**src/rtl/dmem_initiator.sv**
```systemverilog
// dmem_initiator
//   Initiator side of the data-memory handshake in the MIPS memory stage.
//   Accepts one load/store, presents it on the bus (memwrite/memread, byteen,
//   dataadr, lane-aligned writedata) one cycle later, holds it until dataack,
//   then returns the extended load result. Misaligned ops are rejected without
//   a bus cycle; an op with no ack for TIMEOUT busy cycles is abandoned.
//
// Ports
//   clk, reset            clock (rising edge), asynchronous active-high reset
//   req_valid/write/size/signed/addr/wdata   memory-stage op (held while stall=1)
//   stall                 combinational pipeline hold
//   load_valid, load_data one-cycle load completion pulse and extended result
//   err_misalign          one-cycle pulse, op rejected
//   err_timeout           one-cycle pulse, op abandoned
//   memwrite, memread, byteen, dataadr, writedata   bus request (registered)
//   readdata, dataack     responder data and completion pulse
`timescale 1ns/1ps
module dmem_initiator #(
  parameter int TIMEOUT = 64,
  parameter int CNT_W   = 8
) (
  input  logic        clk,
  input  logic        reset,
  input  logic        req_valid,
  input  logic        req_write,
  input  logic [1:0]  req_size,
  input  logic        req_signed,
  input  logic [31:0] req_addr,
  input  logic [31:0] req_wdata,
  output logic        stall,
  output logic        load_valid,
  output logic [31:0] load_data,
  output logic        err_misalign,
  output logic        err_timeout,
  output logic        memwrite,
  output logic        memread,
  output logic [3:0]  byteen,
  output logic [31:0] dataadr,
  output logic [31:0] writedata,
  input  logic [31:0] readdata,
  input  logic        dataack
);

  typedef enum logic [1:0] {
    S_IDLE = 2'd0,
    S_BUSY = 2'd1,
    S_DONE = 2'd2
  } state_t;

  state_t            state_q;
  logic [CNT_W-1:0]  cnt_q;
  logic [1:0]        size_q;
  logic [1:0]        off_q;
  logic              signed_q;
  logic              write_q;

  logic              load_valid_q;
  logic [31:0]       load_data_q;
  logic              err_misalign_q;
  logic              err_timeout_q;
  logic              memwrite_q;
  logic              memread_q;
  logic [3:0]        byteen_q;
  logic [31:0]       dataadr_q;
  logic [31:0]       writedata_q;

  logic              misaligned;
  logic [3:0]        lane_en;
  logic [31:0]       lane_data;
  logic [4:0]        rd_sh_amt;
  logic [31:0]       rd_shift;
  logic [7:0]        ld_byte;
  logic [15:0]       ld_half;
  logic [31:0]       load_ext;

  assign misaligned = (req_size == 2'b11) ||
                      ((req_size == 2'b01) && req_addr[0]) ||
                      ((req_size == 2'b10) && (req_addr[1:0] != 2'b00));

  // Big-endian lanes: byte offset k maps to byteen[3-k].
  always_comb begin
    lane_en   = 4'b1111;
    lane_data = req_wdata;
    case (req_size)
      2'b00: begin
        lane_en   = 4'b1000 >> req_addr[1:0];
        lane_data = {4{req_wdata[7:0]}};
      end
      2'b01: begin
        lane_en   = req_addr[1] ? 4'b0011 : 4'b1100;
        lane_data = {2{req_wdata[15:0]}};
      end
      default: begin
        lane_en   = 4'b1111;
        lane_data = req_wdata;
      end
    endcase
  end

  // Offset k lives in bits [31-8k -: 8]; shift it down to the bottom byte.
  assign rd_sh_amt = {2'd3 - off_q, 3'b000};
  assign rd_shift  = readdata >> rd_sh_amt;
  assign ld_byte   = rd_shift[7:0];
  assign ld_half   = off_q[1] ? readdata[15:0] : readdata[31:16];

  always_comb begin
    load_ext = readdata;
    case (size_q)
      2'b00:   load_ext = {{24{signed_q & ld_byte[7]}}, ld_byte};
      2'b01:   load_ext = {{16{signed_q & ld_half[15]}}, ld_half};
      default: load_ext = readdata;
    endcase
  end

  // DONE deliberately ignores req_valid: it is still the op just completed.
  assign stall = ((state_q == S_IDLE) && req_valid && !misaligned) ||
                 (state_q == S_BUSY);

  always_ff @(posedge clk or posedge reset) begin
    if (reset) begin
      state_q        <= S_IDLE;
      cnt_q          <= '0;
      size_q         <= 2'b00;
      off_q          <= 2'b00;
      signed_q       <= 1'b0;
      write_q        <= 1'b0;
      load_valid_q   <= 1'b0;
      load_data_q    <= 32'h0;
      err_misalign_q <= 1'b0;
      err_timeout_q  <= 1'b0;
      memwrite_q     <= 1'b0;
      memread_q      <= 1'b0;
      byteen_q       <= 4'b0000;
      dataadr_q      <= 32'h0;
      writedata_q    <= 32'h0;
    end else begin
      case (state_q)
        S_IDLE: begin
          load_valid_q   <= 1'b0;
          err_timeout_q  <= 1'b0;
          err_misalign_q <= req_valid && misaligned;
          if (req_valid && !misaligned) begin
            memwrite_q  <= req_write;
            memread_q   <= !req_write;
            byteen_q    <= lane_en;
            dataadr_q   <= {req_addr[31:2], 2'b00};
            writedata_q <= lane_data;
            size_q      <= req_size;
            off_q       <= req_addr[1:0];
            signed_q    <= req_signed;
            write_q     <= req_write;
            cnt_q       <= '0;
            state_q     <= S_BUSY;
          end
        end
        S_BUSY: begin
          cnt_q <= cnt_q + 1'b1;
          // The ack is tested first so it wins over a coincident timeout.
          if (dataack) begin
            memwrite_q <= 1'b0;
            memread_q  <= 1'b0;
            byteen_q   <= 4'b0000;
            if (!write_q) begin
              load_data_q  <= load_ext;
              load_valid_q <= 1'b1;
            end
            state_q <= S_DONE;
          end else if (cnt_q == CNT_W'(TIMEOUT - 1)) begin
            memwrite_q    <= 1'b0;
            memread_q     <= 1'b0;
            byteen_q      <= 4'b0000;
            err_timeout_q <= 1'b1;
            state_q       <= S_DONE;
          end
        end
        S_DONE: begin
          load_valid_q  <= 1'b0;
          err_timeout_q <= 1'b0;
          state_q       <= S_IDLE;
        end
        default: begin
          state_q <= S_IDLE;
        end
      endcase
    end
  end

  assign load_valid   = load_valid_q;
  assign load_data    = load_data_q;
  assign err_misalign = err_misalign_q;
  assign err_timeout  = err_timeout_q;
  assign memwrite     = memwrite_q;
  assign memread      = memread_q;
  assign byteen       = byteen_q;
  assign dataadr      = dataadr_q;
  assign writedata    = writedata_q;

endmodule

```
**config.mk**
```make
export PLATFORM = sky130hd
export DESIGN_NAME = dmem_initiator
export DESIGN_NICKNAME = d
export VERILOG_FILES = /design/src/rtl/dmem_initiator.sv
export SDC_FILE = /design/constraint.sdc
export NUM_CORES = 1
export LEC_CHECK = 0
export ABC_AREA = 1
export BUFFER_PORTS_ARGS = -buffer_cell sky130_fd_sc_hd__buf_2
export CORE_MARGIN = 2
export CORE_UTILIZATION = 45
export CTS_CLUSTER_DIAMETER = 80
export CTS_CLUSTER_SIZE = 12
export DETAILED_ROUTE_END_ITERATION = 7
export GPL_TIMING_DRIVEN = 0
export PLACE_DENSITY = 0.75
export SLEW_MARGIN = 20
export SYNTH_ARGS = -nofsm -noshare
export SYNTH_HDL_FRONTEND = slang
export SYNTH_SLANG_ARGS = --single-unit
```
**constraint.sdc**
```tcl
create_clock -name clk -period 3.1 [get_ports clk]
set_input_delay 0 -clock clk [delete_from_list [all_inputs] [get_ports clk]]
set_output_delay 0 -clock clk [all_outputs]
set_load 0.1 [all_outputs]
```
Yosys cells after proc, flatten, opt, wreduce, memory -nomap -nowiden. Index checks and enable logic that the tools add are counted.

Register bits after elaboration: 119.

Shift operators: 2. Equality and inequality tests: 13. Mux-type cells: 27. Add/sub/neg operators: 2. Bitwise gates (word level): 3. Reductions and logical operators: 25.

Operator list (number): 32-bit case mux with 2 select lines (2); 32-bit by 5-bit >> shifter with 8-bit output (1); 16-bit two-way mux (1); 4-bit two-way mux (4); 4-bit case mux with 2 select lines (2); 8-bit case mux with 2 select lines (1); 3-bit AND reduction (4); 8-bit by 1-bit adder with 8-bit output (second input constant) (1); 8-bit by 6-bit equality test with 1-bit output (second input constant) (1); 1-bit two-way mux (8); 8-bit two-way mux (1); 1-bit case mux with 2 select lines (4); 2-bit by 1-bit equality test with 1-bit output (second input constant) (3); 2-bit equality test (second input constant) (3); 1-bit logical AND (6); 2-bit logical NOT (3); 2-bit two-way mux (3); 2-bit != test (second input constant) (3); 2-bit AND reduction (3); 2-bit nonzero test (3); 2-bit by 1-bit != test with 1-bit output (second input constant) (2); 2-bit case mux with 2 select lines (1); 4-bit by 2-bit >> shifter with 4-bit output (first input constant) (1); 1-bit logical OR (3); other kinds (6) (8).

Depth between registers and ports, before layout. Gate-level depths: netlist of run 1.

Depth after elaboration: 8. Depth in mapped cells: 10.

Worst setup path before layout of run 1. No wires, ideal clock.

Path kind: reg-to-reg. Start point: register state_q[0]. End point: register byteen_q[0] (netlist: byteen[0]). Library setup time: 0.122 ns. Arrival time: 1.554 ns. Required time: 2.978 ns. Path buffers: 0. Stages on the path, launching flop included: 9. Period minus slack after synthesis: 1.676 ns. Setup slack: 1.424 ns. Path through: dfrtp_1 -> inv_2 -> nand2_1 -> nor2_2 -> nand3_4 -> nand2_2 -> nand2_2 -> nand2_1 -> nand2_1.

Word-level cells in the longest chain between the ends: 3. Elaborated cells between the ends (all ways): 7. Classes of those cells: eq/ne (3); mux (1); reduce/logical (3).

Ends and longest elaborated chain: start: declaration (line 50) `state_t state_q;`; start signal: assignment (line 121) `state_q <= S_IDLE;`; start signal: assignment (line 153) `state_q <= S_BUSY;`; start signal: assignment (line 167) `state_q <= S_DONE;`; 2-bit by 1-bit equality test with 1-bit output / 2-bit logical NOT (equally long branches) (line 137) `case (state_q)`; 3-bit by 2-bit != test with 1-bit output (no line), or another cell as far along; 3-bit AND reduction (no line); end signal: assignment (line 145) `byteen_q <= lane_en;`; end: declaration (line 63) `logic [3:0] byteen_q;`.

Several ways; a longest one is shown, not always the timed one. A chain may end at the register's enable or synchronous reset.

Worst setup path in the final report of run 1.
Start point: register state_q[0]. End point: register writedata_q[17] (netlist: writedata[17]).

Word-level cells in the longest chain between the ends: 2.

Ends and longest elaborated chain: 2-bit logical NOT (line 137); 2-bit AND reduction (no line); end signal: assignment (line 147) `writedata_q <= lane_data;`; end: declaration (line 65) `logic [31:0] writedata_q;`.

No other way between the ends.

==> flow_summary.toml, run 1 <==
[critical_path]
crit_fanout = 10
criticalPathCategory = "reg -> reg"
type_of_element_launching_the_critical_path = "register"
regToRegStartpoint = "state_q[0]"
worst_ep_arrival_time_ns = 2.45
worst_setup_path_startpoint = "state_q[0]"
cp-end-kind = "register"
required_ns = 3.45
worst_r2r_endpoint = "writedata[17]"
timing.reg2reg.worst_path_depth = 9
timing.reg2reg.setup_slack_ns = 1.0

[die]
die_y_um = 116
design.core.area_mm2 = 0.0121
width_of_the_die_um = 116
placement_row_count = 40
start_util = 0.464
die_area_mm2 = 0.0134
pin_count = 210

[layout]
final_area_mm2 = 0.00865
mostFrequentLayoutCell = "sky130_fd_sc_hd__nand2_1"
nNetsFinal = 1146
post_layout_nonfiller_instances = 1221
most-common-layout-cells = "sky130_fd_sc_hd__nand2_1 (238), sky130_fd_sc_hd__buf_2 (219), sky130_fd_sc_hd__dfrtp_1 (119), sky130_fd_sc_hd__dlygate4sd3_1 (114), sky130_fd_sc_hd__a21oi_1 (58)"
ratio_of_cells_with_drive_above_1_in_the_final_layout = 0.280
layout.filler_cells = 945
diodes = 0
area_delta_synth_final_pct = 54.0

[clock_tree]
clockBufferDepth = 2
tritoncts = "built"
clock_buffers_created_by_tritoncts = 17
cts.repair_timing.setup_buffer_count = 0
clk-insertion-delay-late_ns = 0.42
ctsRootBufferMaster = "sky130_fd_sc_hd__clkbuf_16"
clkTransAtPathRegs_ns = 0.05
h-tree-depth = 4
cts.sink_count = 119

[global_routing]
grt_pass1_vias = 6363
antenna_found_initial = 0
global_route.overflow_total = 0
grt_first_pass_wirelength_mm = 31.3
grt_max_degree = 32
grt.total_usage = 0.306

[timing]
maxClockFrequency_ghz = 0.476
worst_slew_pin_slew_ns = 0.601
finalMaxSlewViolations = 0
clock-skew-final_ns = 0.00501
hold_violations = 0
slew-limit-headroom = 0.599
final.min_clock_period_ns = 2.10
grt_setup_unrepaired = "false"
setup-tns-final_ns = 0
timing.final.crit_share = 0.678
final-setup-viol-count = 0

[yosys]
yosys_register_bits = 119
yosys.area.top_type_share = 0.530
synth_area_mm2 = 0.00562
synth_area_per_cell_um2 = 8.04
netlist_instances = 698
synth_top_area_cell = "sky130_fd_sc_hd__dfrtp_1"
synth.top_cells.by_area = "sky130_fd_sc_hd__dfrtp_1 (53%), sky130_fd_sc_hd__nand2_1 (16%), sky130_fd_sc_hd__a21oi_1 (5.2%)"
ys_types = 35
synthesis.yosys.warnings = 0
seq_area_frac_synth = 0.530

[hold_path]
worst_hold_path.num_cells = 4
min_delay_endpoint = "load_data[7]"
min_from = "readdata[7]"
min-delay-path-class = "in -> reg"

[placed_design]
io_buffer_count = 205
dp_hpwl_mm = 12.2
placed_cells = 1076
placed_cell_area_mm2 = 0.00695
gp_routability_congestion = 0.914

[detailed_routing]
finalWirelength_mm = 19.8
number_of_design_rule_violations_left_after_detail_routing = 0
average_wire_length_per_cell_after_detail_routing_um = 16.3
dr.first_iter.drc_count = 498
vias_per_cell = 5.14
detail_route.first_pass.iterations = 5
routed-via-count = 6276
postRouteAntennaNets = 0

[flow_run]
drv_cap = 0

[status]
result_of_the_run = "complete, no violations"

[pwr]
power.density_cell_area_mw_per_mm2 = 1140
p_leak_uw = 0.00463
power.ir.vdd_worst_uv = 731
==> through the flow <==
stage	util	power (uW)	hold slack, ns	setup WS, ns
finish	0.714	9820	0.0193	0.999
global route	0.714	10200	0.0264	0.876
detailed placement	0.574	7710	0.0637	1.51
floorplan	-	6770	0.0977	1.42
global placement	0.566	7640	0.194	0.827
CTS	0.714	9750	0.00855	1.05
==> where the power goes <==
group / total (uW) / internal, uW / switching (uW)
clock: 1840 / 1160 / 673
sequential: 2400 / 2070 / 327
combinational: 5590 / 995 / 4590
==> timing repair <==
action	in CTS	in global routing
hold endpoints to repair	171	0
resized for setup	0	0
hold buffers	114	0
==> synthesized netlist by cell type <==
library cell / number
sky130_fd_sc_hd__nand2_1: 238
sky130_fd_sc_hd__dfrtp_1: 119
sky130_fd_sc_hd__a21oi_1: 58
sky130_fd_sc_hd__inv_1: 47
sky130_fd_sc_hd__nand3_1: 45
sky130_fd_sc_hd__o21ai_1: 40
sky130_fd_sc_hd__nor2_1: 35
sky130_fd_sc_hd__o21ai_0: 27
sky130_fd_sc_hd__buf_2: 14
sky130_fd_sc_hd__or2_2: 11
sky130_fd_sc_hd__buf_4: 10
sky130_fd_sc_hd__a31oi_1: 8
sky130_fd_sc_hd__clkbuf_1: 7
sky130_fd_sc_hd__buf_6: 6
sky130_fd_sc_hd__inv_2: 6
sky130_fd_sc_hd__or2_1: 5
sky130_fd_sc_hd__nand2_2: 4
sky130_fd_sc_hd__a21boi_0: 1
sky130_fd_sc_hd__a22o_1: 1
sky130_fd_sc_hd__buf_1: 1
sky130_fd_sc_hd__clkbuf_2: 1
sky130_fd_sc_hd__conb_1: 1
sky130_fd_sc_hd__ha_1: 1
sky130_fd_sc_hd__inv_4: 1
sky130_fd_sc_hd__nand3_2: 1
sky130_fd_sc_hd__nand3_4: 1
sky130_fd_sc_hd__nand4_2: 1
sky130_fd_sc_hd__nor2_2: 1
sky130_fd_sc_hd__nor2_4: 1
sky130_fd_sc_hd__nor3_1: 1
sky130_fd_sc_hd__o21a_1: 1
sky130_fd_sc_hd__o21ai_2: 1
sky130_fd_sc_hd__o31ai_1: 1
sky130_fd_sc_hd__or2_0: 1
sky130_fd_sc_hd__xnor2_1: 1
==> per-layer routing <==
layer | track usage | vias to the layer above | routed length [um]
met2 | 0.516 | 367 | 9530
met3 | 0.0900 | 78 | 1710
li1 | - | 2921 | -
met1 | 0.358 | 2910 | 7730
met4 | 0.153 | 0 | 872
met5 | 0 | - | 0
==> kinds of logic after synthesis <==
| group | Yosys count | share of synthesized area |
|---|---|---|
| compound gates | 138 | 0.127 |
| flops | 119 | 0.530 |
| other cells | 1 | 0.000668 |
| simple gates | 345 | 0.257 |
| buf+inv | 93 | 0.0807 |
| fa+ha+maj | 1 | 0.00223 |
| xor+xnor | 1 | 0.00156 |
==> state kept, by name (all words and copies together), names as in the netlist <==
name	count
load_data	32
writedata	32
dataadr	30
cnt_q	8
byteen	4
off_q	2
size_q	2
state_q	2
err_misalign	1
err_timeout	1
load_valid	1
memread	1
memwrite	1
signed_q	1
write_q	1
==> critical path, stage by stage, from the launching register on <==
cell,delay (ns)
sky130_fd_sc_hd__dfrtp_1,0.40
sky130_fd_sc_hd__inv_2,0.09
sky130_fd_sc_hd__nand2_1,0.10
sky130_fd_sc_hd__nor2_2,0.16
sky130_fd_sc_hd__nand3_4,0.13
sky130_fd_sc_hd__inv_2,0.08
sky130_fd_sc_hd__buf_4,0.21
sky130_fd_sc_hd__o21ai_1,0.11
sky130_fd_sc_hd__o21ai_1,0.16
sky130_fd_sc_hd__dlygate4sd3_1,0.59
==> worst max-delay path by stage <==
stage,endpoint,slack (ns),cells after the start
global placement,dataadr[13],0.83,2
floorplan,byteen[0],1.42,8
finish,writedata[17],1.0,9
global route,load_data[2],0.88,7
CTS,writedata[22],1.05,9
detailed placement,byteen[1],1.51,8
==> area by class of cell <==
type / instances / area [um2] / area share
flip-flops and latches: 119 / 2980 / 0.344
repair buffers: 323 / 2260 / 0.262
clock buffers: 29 / 541 / 0.0625
clock inverters: 2 / 10.0 / 0.00116
inverters: 54 / 209 / 0.0242
multi-input cells: 487 / 2190 / 0.253
plain buffers: 39 / 248 / 0.0287
well taps: 168 / 210 / 0.0243
(Power assumes the default switching activity.)
==> inputs of run 2 (changes only) <==
Settings changed: ABC_AREA 1 to 0, CORE_UTILIZATION 45 to 49, PLACE_DENSITY 0.75 to 0.78.
Clock period 3.1 ns to 2 ns, I/O delays scaled along.
==> run 2 against run 1 <==
  * Synthesized area is 5.2% lower
  * Via count down 7.0%
  * Die area decreased by 12%
  * Design area decreased by 4.2%
  * Worst hold slack gained 0.0055 ns
  * Register-to-register slack got worse by 0.88 ns
  * Cell count shrank 13%
  * First-iteration DRC count decreased by 4.6%
  * Critical path depth shrank 4
  * Largest cell class unchanged
==> flow_summary.toml, run 2 <==
[placed_design]
gp_routability_congestion = 0.920
pre_cts_slack_ns = 0.112
io_buffer_count = 205
dp_hpwl_mm = 11.6

[critical_path]
worst-path-buf-inv = 2
critical_path.cell_chain = "or3b_4 -> o21bai_1 -> buf_4 -> nand2_4 -> buf_12"
crit_slowest_cell = "sky130_fd_sc_hd__or3b_4"
criticalPathCategory = "reg -> out"
worst_r2r_endpoint = "load_data[15]"
timing.reg2reg.setup_slack_ns = 0.12
type_of_element_launching_the_critical_path = "register"
regToRegStartpoint = "state_q[1]"
required_ns = 2.00
crit_family = "simple AND/OR/NAND/NOR gates"
crit_path_max_incr_delay_ns = 0.41
timing.reg2reg.worst_path_depth = 7
cp-end-kind = "output port"
crit_fanout = 8
worst_ep_arrival_time_ns = 1.92

[timing]
timing.final.crit_share = 0.958
final.min_clock_period_ns = 1.92
slew-limit-headroom = 0.375
clock-skew-final_ns = 0.0108
finalMaxSlewViolations = 0
postLayoutSetupSlackWorst_ns = 0.0838
maxClockFrequency_ghz = 0.522
worst_slew_pin_slew_ns = 0.935
hold_violations = 0
holdWs_ns = 0.0248
final-setup-viol-count = 0

[detailed_routing]
postRouteAntennaNets = 0
dr.first_iter.drc_count = 475
finalWirelength_mm = 19.0
number_of_design_rule_violations_left_after_detail_routing = 0
vias_per_cell = 5.48
routed-via-count = 5834
detail_route.first_pass.iterations = 5
average_wire_length_per_cell_after_detail_routing_um = 17.9

[yosys]
synth_top_cells_by_count = "sky130_fd_sc_hd__nand2_1 (184), sky130_fd_sc_hd__dfrtp_1 (119), sky130_fd_sc_hd__a21oi_1 (46)"
yosys_register_bits = 119
synth-edff-count = 0
most_common_cell_in_the_netlist = "sky130_fd_sc_hd__nand2_1"
synth_top_area_cell = "sky130_fd_sc_hd__dfrtp_1"
synth_area_per_cell_um2 = 9.28
ys_types = 42
synth_area_mm2 = 0.00533
synthesis.yosys.warnings = 0
synth_async_sr_flop_share = 1.00
synth.top_cells.by_area = "sky130_fd_sc_hd__dfrtp_1 (56%), sky130_fd_sc_hd__nand2_1 (13%), sky130_fd_sc_hd__mux2i_1 (5.1%)"
seq_area_frac_synth = 0.559
netlist_instances = 574
yosys.area.top_type_share = 0.559
most_common_flop_cell_mapped_by_yosys = "sky130_fd_sc_hd__dfrtp_1"

[layout]
most-common-layout-cells = "sky130_fd_sc_hd__buf_2 (216), sky130_fd_sc_hd__nand2_1 (183), sky130_fd_sc_hd__dfrtp_1 (119), sky130_fd_sc_hd__dlygate4sd3_1 (109), sky130_fd_sc_hd__a21oi_1 (46)"
ratio_of_cells_with_drive_above_1_in_the_final_layout = 0.297
area_delta_synth_final_pct = 55.5
nNetsFinal = 1021
mostFrequentLayoutCell = "sky130_fd_sc_hd__buf_2"
diodes = 0

[die]
die_area_mm2 = 0.0117
start_util = 0.498
width_of_the_die_um = 108
die_y_um = 108
placement_row_count = 38
pin_count = 210
design.core.area_mm2 = 0.0107

[global_routing]
global_route.overflow_total = 0
grt_pass1_vias = 6087
grt.total_usage = 0.337
grt_first_pass_wirelength_mm = 30.3
grt_max_degree = 32
antenna_found_initial = 0

[clock_tree]
clock_buffers_created_by_tritoncts = 17
clkTransAtPathRegs_ns = 0.05
clockBufferDepth = 2
h-tree-depth = 4
clk-insertion-delay-late_ns = 0.50
cts.sink_count = 119
ctsRootBufferMaster = "sky130_fd_sc_hd__clkbuf_8"
tritoncts = "built"

[hold_path]
min-delay-path-class = "in -> async"

[flow_run]
drv_cap = 0

[status]
result_of_the_run = "complete, no violations"
## run 2: changes by cell type in the layout (fill, tap and decap cells not counted), sizes merged, moves of 8 or more
cell,delta
inv,-48
a21oi,-12
mux2i,+27
or2,-16
buf,-8
nand2,-58
nand3,-37
o21ai,-23
## run 2: per-layer routing
layer	vias up	wire length [um]	global-route usage
met5	-	0	0
met4	0	1120	0.201
met3	95	1450	0.0928
met2	352	9310	0.572
met1	2784	7140	0.380
li1	2603	-	-
## run 2: cells by family after synthesis
logic type	count (synthesis)	share of synthesized area
compound gates	123	0.141
fa+ha+maj	1	0.00235
buf+inv	43	0.0376
flops	119	0.559
mux	35	0.0698
other cells	1	0.000704
simple gates	252	0.190
## run 2: through the flow
step	utilization	setup TNS (ns)	instances	cell area, um2
6_report	0.774	0	1065	8280
5_1_grt	0.774	-0.00118	1065	8280
4_1_cts	0.771	0	1063	8250
3_5_place_dp	0.619	0	924	6620
3_3_place_gp	0.611	-19.60	920	6540
2_1_floorplan	-	0	575	5340
## run 2: tightest hold or removal path, cell delays in order
cell                            delay (ns)
sky130_fd_sc_hd__dlygate4sd3_1        0.53
sky130_fd_sc_hd__buf_2                0.13
sky130_fd_sc_hd__clkinvlp_4           0.25
## run 2: final cells by class
| cell class | instances | area [um2] |
|---|---|---|
| fill | 680 | 2420 |
| multi-input combinational | 413 | 2170 |
| clock inverter | 5 | 25.0 |
| sequential | 119 | 2980 |
| timing repair buffer | 322 | 2250 |
| inverter | 6 | 26.3 |
| buffer | 37 | 180 |
| tap | 140 | 175 |
| clock buffer | 23 | 477 |
## run 2: what timing repair did
action | in CTS | in global routing
resized for setup | 6 | 3
hold endpoints to repair | 196 | 0
endpoints found under the setup margin | 1 | 6
hold buffers | 109 | 0
setup buffers | 2 | 2
## run 2: worst max-delay path by stage
stage,from,to,slack (ns),cells after the start
floorplan,state_q[1],cnt_q[3],0.16,5
global placement,reset,dataadr[11],-0.17,2
detailed placement,size_q[1],load_data[6],0.11,4
CTS,state_q[1],stall,0.02,5
global route,state_q[1],stall,-0.001,5
finish,state_q[1],stall,0.08,5
Power of run 2 is not shown: default switching activity piles up to over one toggle a cycle in this logic, so the estimate is an artifact.
==> inputs of run 3 (changes only) <==
Settings changed: SETUP_SLACK_MARGIN set to 0.3.
==> run 3 against run 2 <==
  * First-iteration DRC count increased by 46%
  * Die area unchanged
  * Global-route usage decreased by 0.24 points
  * Non-clock buffer count increased by 8
==> flow_summary.toml, run 3 (synthesized netlist as in run 2, its figures left out) <==
[status]
result_of_the_run = "complete, no violations"

[layout]
ratio_of_cells_with_drive_above_1_in_the_final_layout = 0.322
nNetsFinal = 1029
post_layout_nonfiller_instances = 1075
most-common-layout-cells = "sky130_fd_sc_hd__buf_2 (205), sky130_fd_sc_hd__nand2_1 (182), sky130_fd_sc_hd__dfrtp_1 (118), sky130_fd_sc_hd__dlygate4sd3_1 (106), sky130_fd_sc_hd__a21oi_1 (46)"
multi_input_comb_area_mm2 = 0.00222
area_delta_synth_final_pct = 60.1
mostFrequentLayoutCell = "sky130_fd_sc_hd__buf_2"
final_area_mm2 = 0.00853
seqCellArea_mm2 = 0.00298
layout.filler_cells = 639

[placed_design]
gp_routability_congestion = 0.901
placed_cells = 923
pre_cts_slack_ns = 0.153
placed_cell_area_mm2 = 0.00661
dp_hpwl_mm = 11.6
io_buffer_count = 205

[detailed_routing]
finalWirelength_mm = 19.3
dr.first_iter.drc_count = 694
postRouteAntennaNets = 0
detail_route.first_pass.iterations = 6
routed-via-count = 5942
vias_per_cell = 5.53
average_wire_length_per_cell_after_detail_routing_um = 17.9
number_of_design_rule_violations_left_after_detail_routing = 0

[critical_path]
worst_ep_arrival_time_ns = 1.85
worst_r2r_endpoint = "cnt_q[4]"
cp-end-kind = "output port"
required_ns = 2.00
regToRegStartpoint = "state_q[1]"
type_of_element_launching_the_critical_path = "register"
timing.reg2reg.setup_slack_ns = 0.21
crit_path_max_incr_delay_ns = 0.40
criticalPathCategory = "reg -> out"
worst-path-buf-inv = 2
critical_path.cell_chain = "or3b_4 -> o21bai_4 -> buf_6 -> nand2_4 -> buf_12"
timing.reg2reg.worst_path_depth = 7
crit_slowest_cell = "sky130_fd_sc_hd__or3b_4"
worst_setup_path_startpoint = "state_q[1]"
crit_fanout = 2
crit_family = "simple AND/OR/NAND/NOR gates"

[hold_path]
min_from = "req_valid"
min_delay_endpoint = "err_misalign"
worst_hold_path.num_cells = 4
min-delay-path-class = "in -> reg"

[timing]
maxClockFrequency_ghz = 0.541
clock-skew-final_ns = 0.0136
grt_setup_unrepaired = "true"
finalMaxSlewViolations = 0
hold_violations = 0
holdWs_ns = 0.0226
timing.final.crit_share = 0.924
final.min_clock_period_ns = 1.85
slew-limit-headroom = 0.346
postLayoutSetupSlackWorst_ns = 0.153
final-setup-viol-count = 0
worst_slew_pin_slew_ns = 0.977

[die]
width_of_the_die_um = 108
placement_row_count = 38
die_area_mm2 = 0.0117
design.core.area_mm2 = 0.0107
pin_count = 210
die_y_um = 108
start_util = 0.498

[global_routing]
grt_first_pass_wirelength_mm = 30.2
antenna_found_initial = 1
grt.total_usage = 0.335
global_route.overflow_total = 0
grt_max_degree = 36
grt_pass1_vias = 6167

[clock_tree]
clockBufferDepth = 2
ctsRootBufferMaster = "sky130_fd_sc_hd__clkbuf_8"
cts.sink_count = 119
clkTransAtPathRegs_ns = 0.05
clk-insertion-delay-late_ns = 0.51
h-tree-depth = 4
clock_buffers_created_by_tritoncts = 17
tritoncts = "built"

[flow_run]
drv_cap = 0
## run 3: timing repair
item	in CTS	in global routing
pin swaps	4	3
hold buffers	106	0
resized for setup	48	28
buffers inserted	10	6
hold endpoints to repair	136	0
setup endpoints to repair	103	105
## run 3: per-layer routing
layer / track usage / wire length (um) / up-vias
met5: 0 / 0 / -
met4: 0.200 / 1050 / 0
met3: 0.0928 / 1660 / 101
met2: 0.570 / 9480 / 407
met1: 0.375 / 7110 / 2798
li1: - / - / 2636
## run 3: worst max path at each step
| stage | end | slack [ns] | cells past startpoint |
|---|---|---|---|
| 3_3_place_gp | dataadr[10] | -0.17 | 2 |
| 2_1_floorplan | cnt_q[3] | 0.34 | 5 |
| 4_1_cts | stall | 0.11 | 5 |
| 5_1_grt | stall | 0.09 | 5 |
| 6_report | stall | 0.15 | 5 |
| 3_5_place_dp | load_data[12] | 0.15 | 6 |
## run 3: cell type report
cell class / count / share of cell area
flip-flops and latches: 119 / 0.349
repair buffers: 330 / 0.269
multi-input cells: 413 / 0.260
clock buffers: 25 / 0.0568
plain buffers: 37 / 0.0357
well taps: 140 / 0.0205
clock inverters: 4 / 0.00528
inverters: 6 / 0.00308
diodes: 1 / 0.000294
## run 3: through the flow
step / utilization / TNS [ns]
finish: 0.797 / 0
global route: 0.797 / 0
CTS: 0.789 / 0
detailed placement: 0.618 / 0
global placement: 0.611 / -18.89
floorplan: - / 0
## run 3: worst reg2reg max path, cell delays in order, from the launching register on
cell,delay (ns)
sky130_fd_sc_hd__dfrtp_1,0.38
sky130_fd_sc_hd__or3b_4,0.40
sky130_fd_sc_hd__o21bai_4,0.18
sky130_fd_sc_hd__buf_6,0.14
sky130_fd_sc_hd__buf_4,0.19
sky130_fd_sc_hd__buf_6,0.16
sky130_fd_sc_hd__a21oi_1,0.12
sky130_fd_sc_hd__o21ai_0,0.09
Power of run 3 is left out for the same reason.
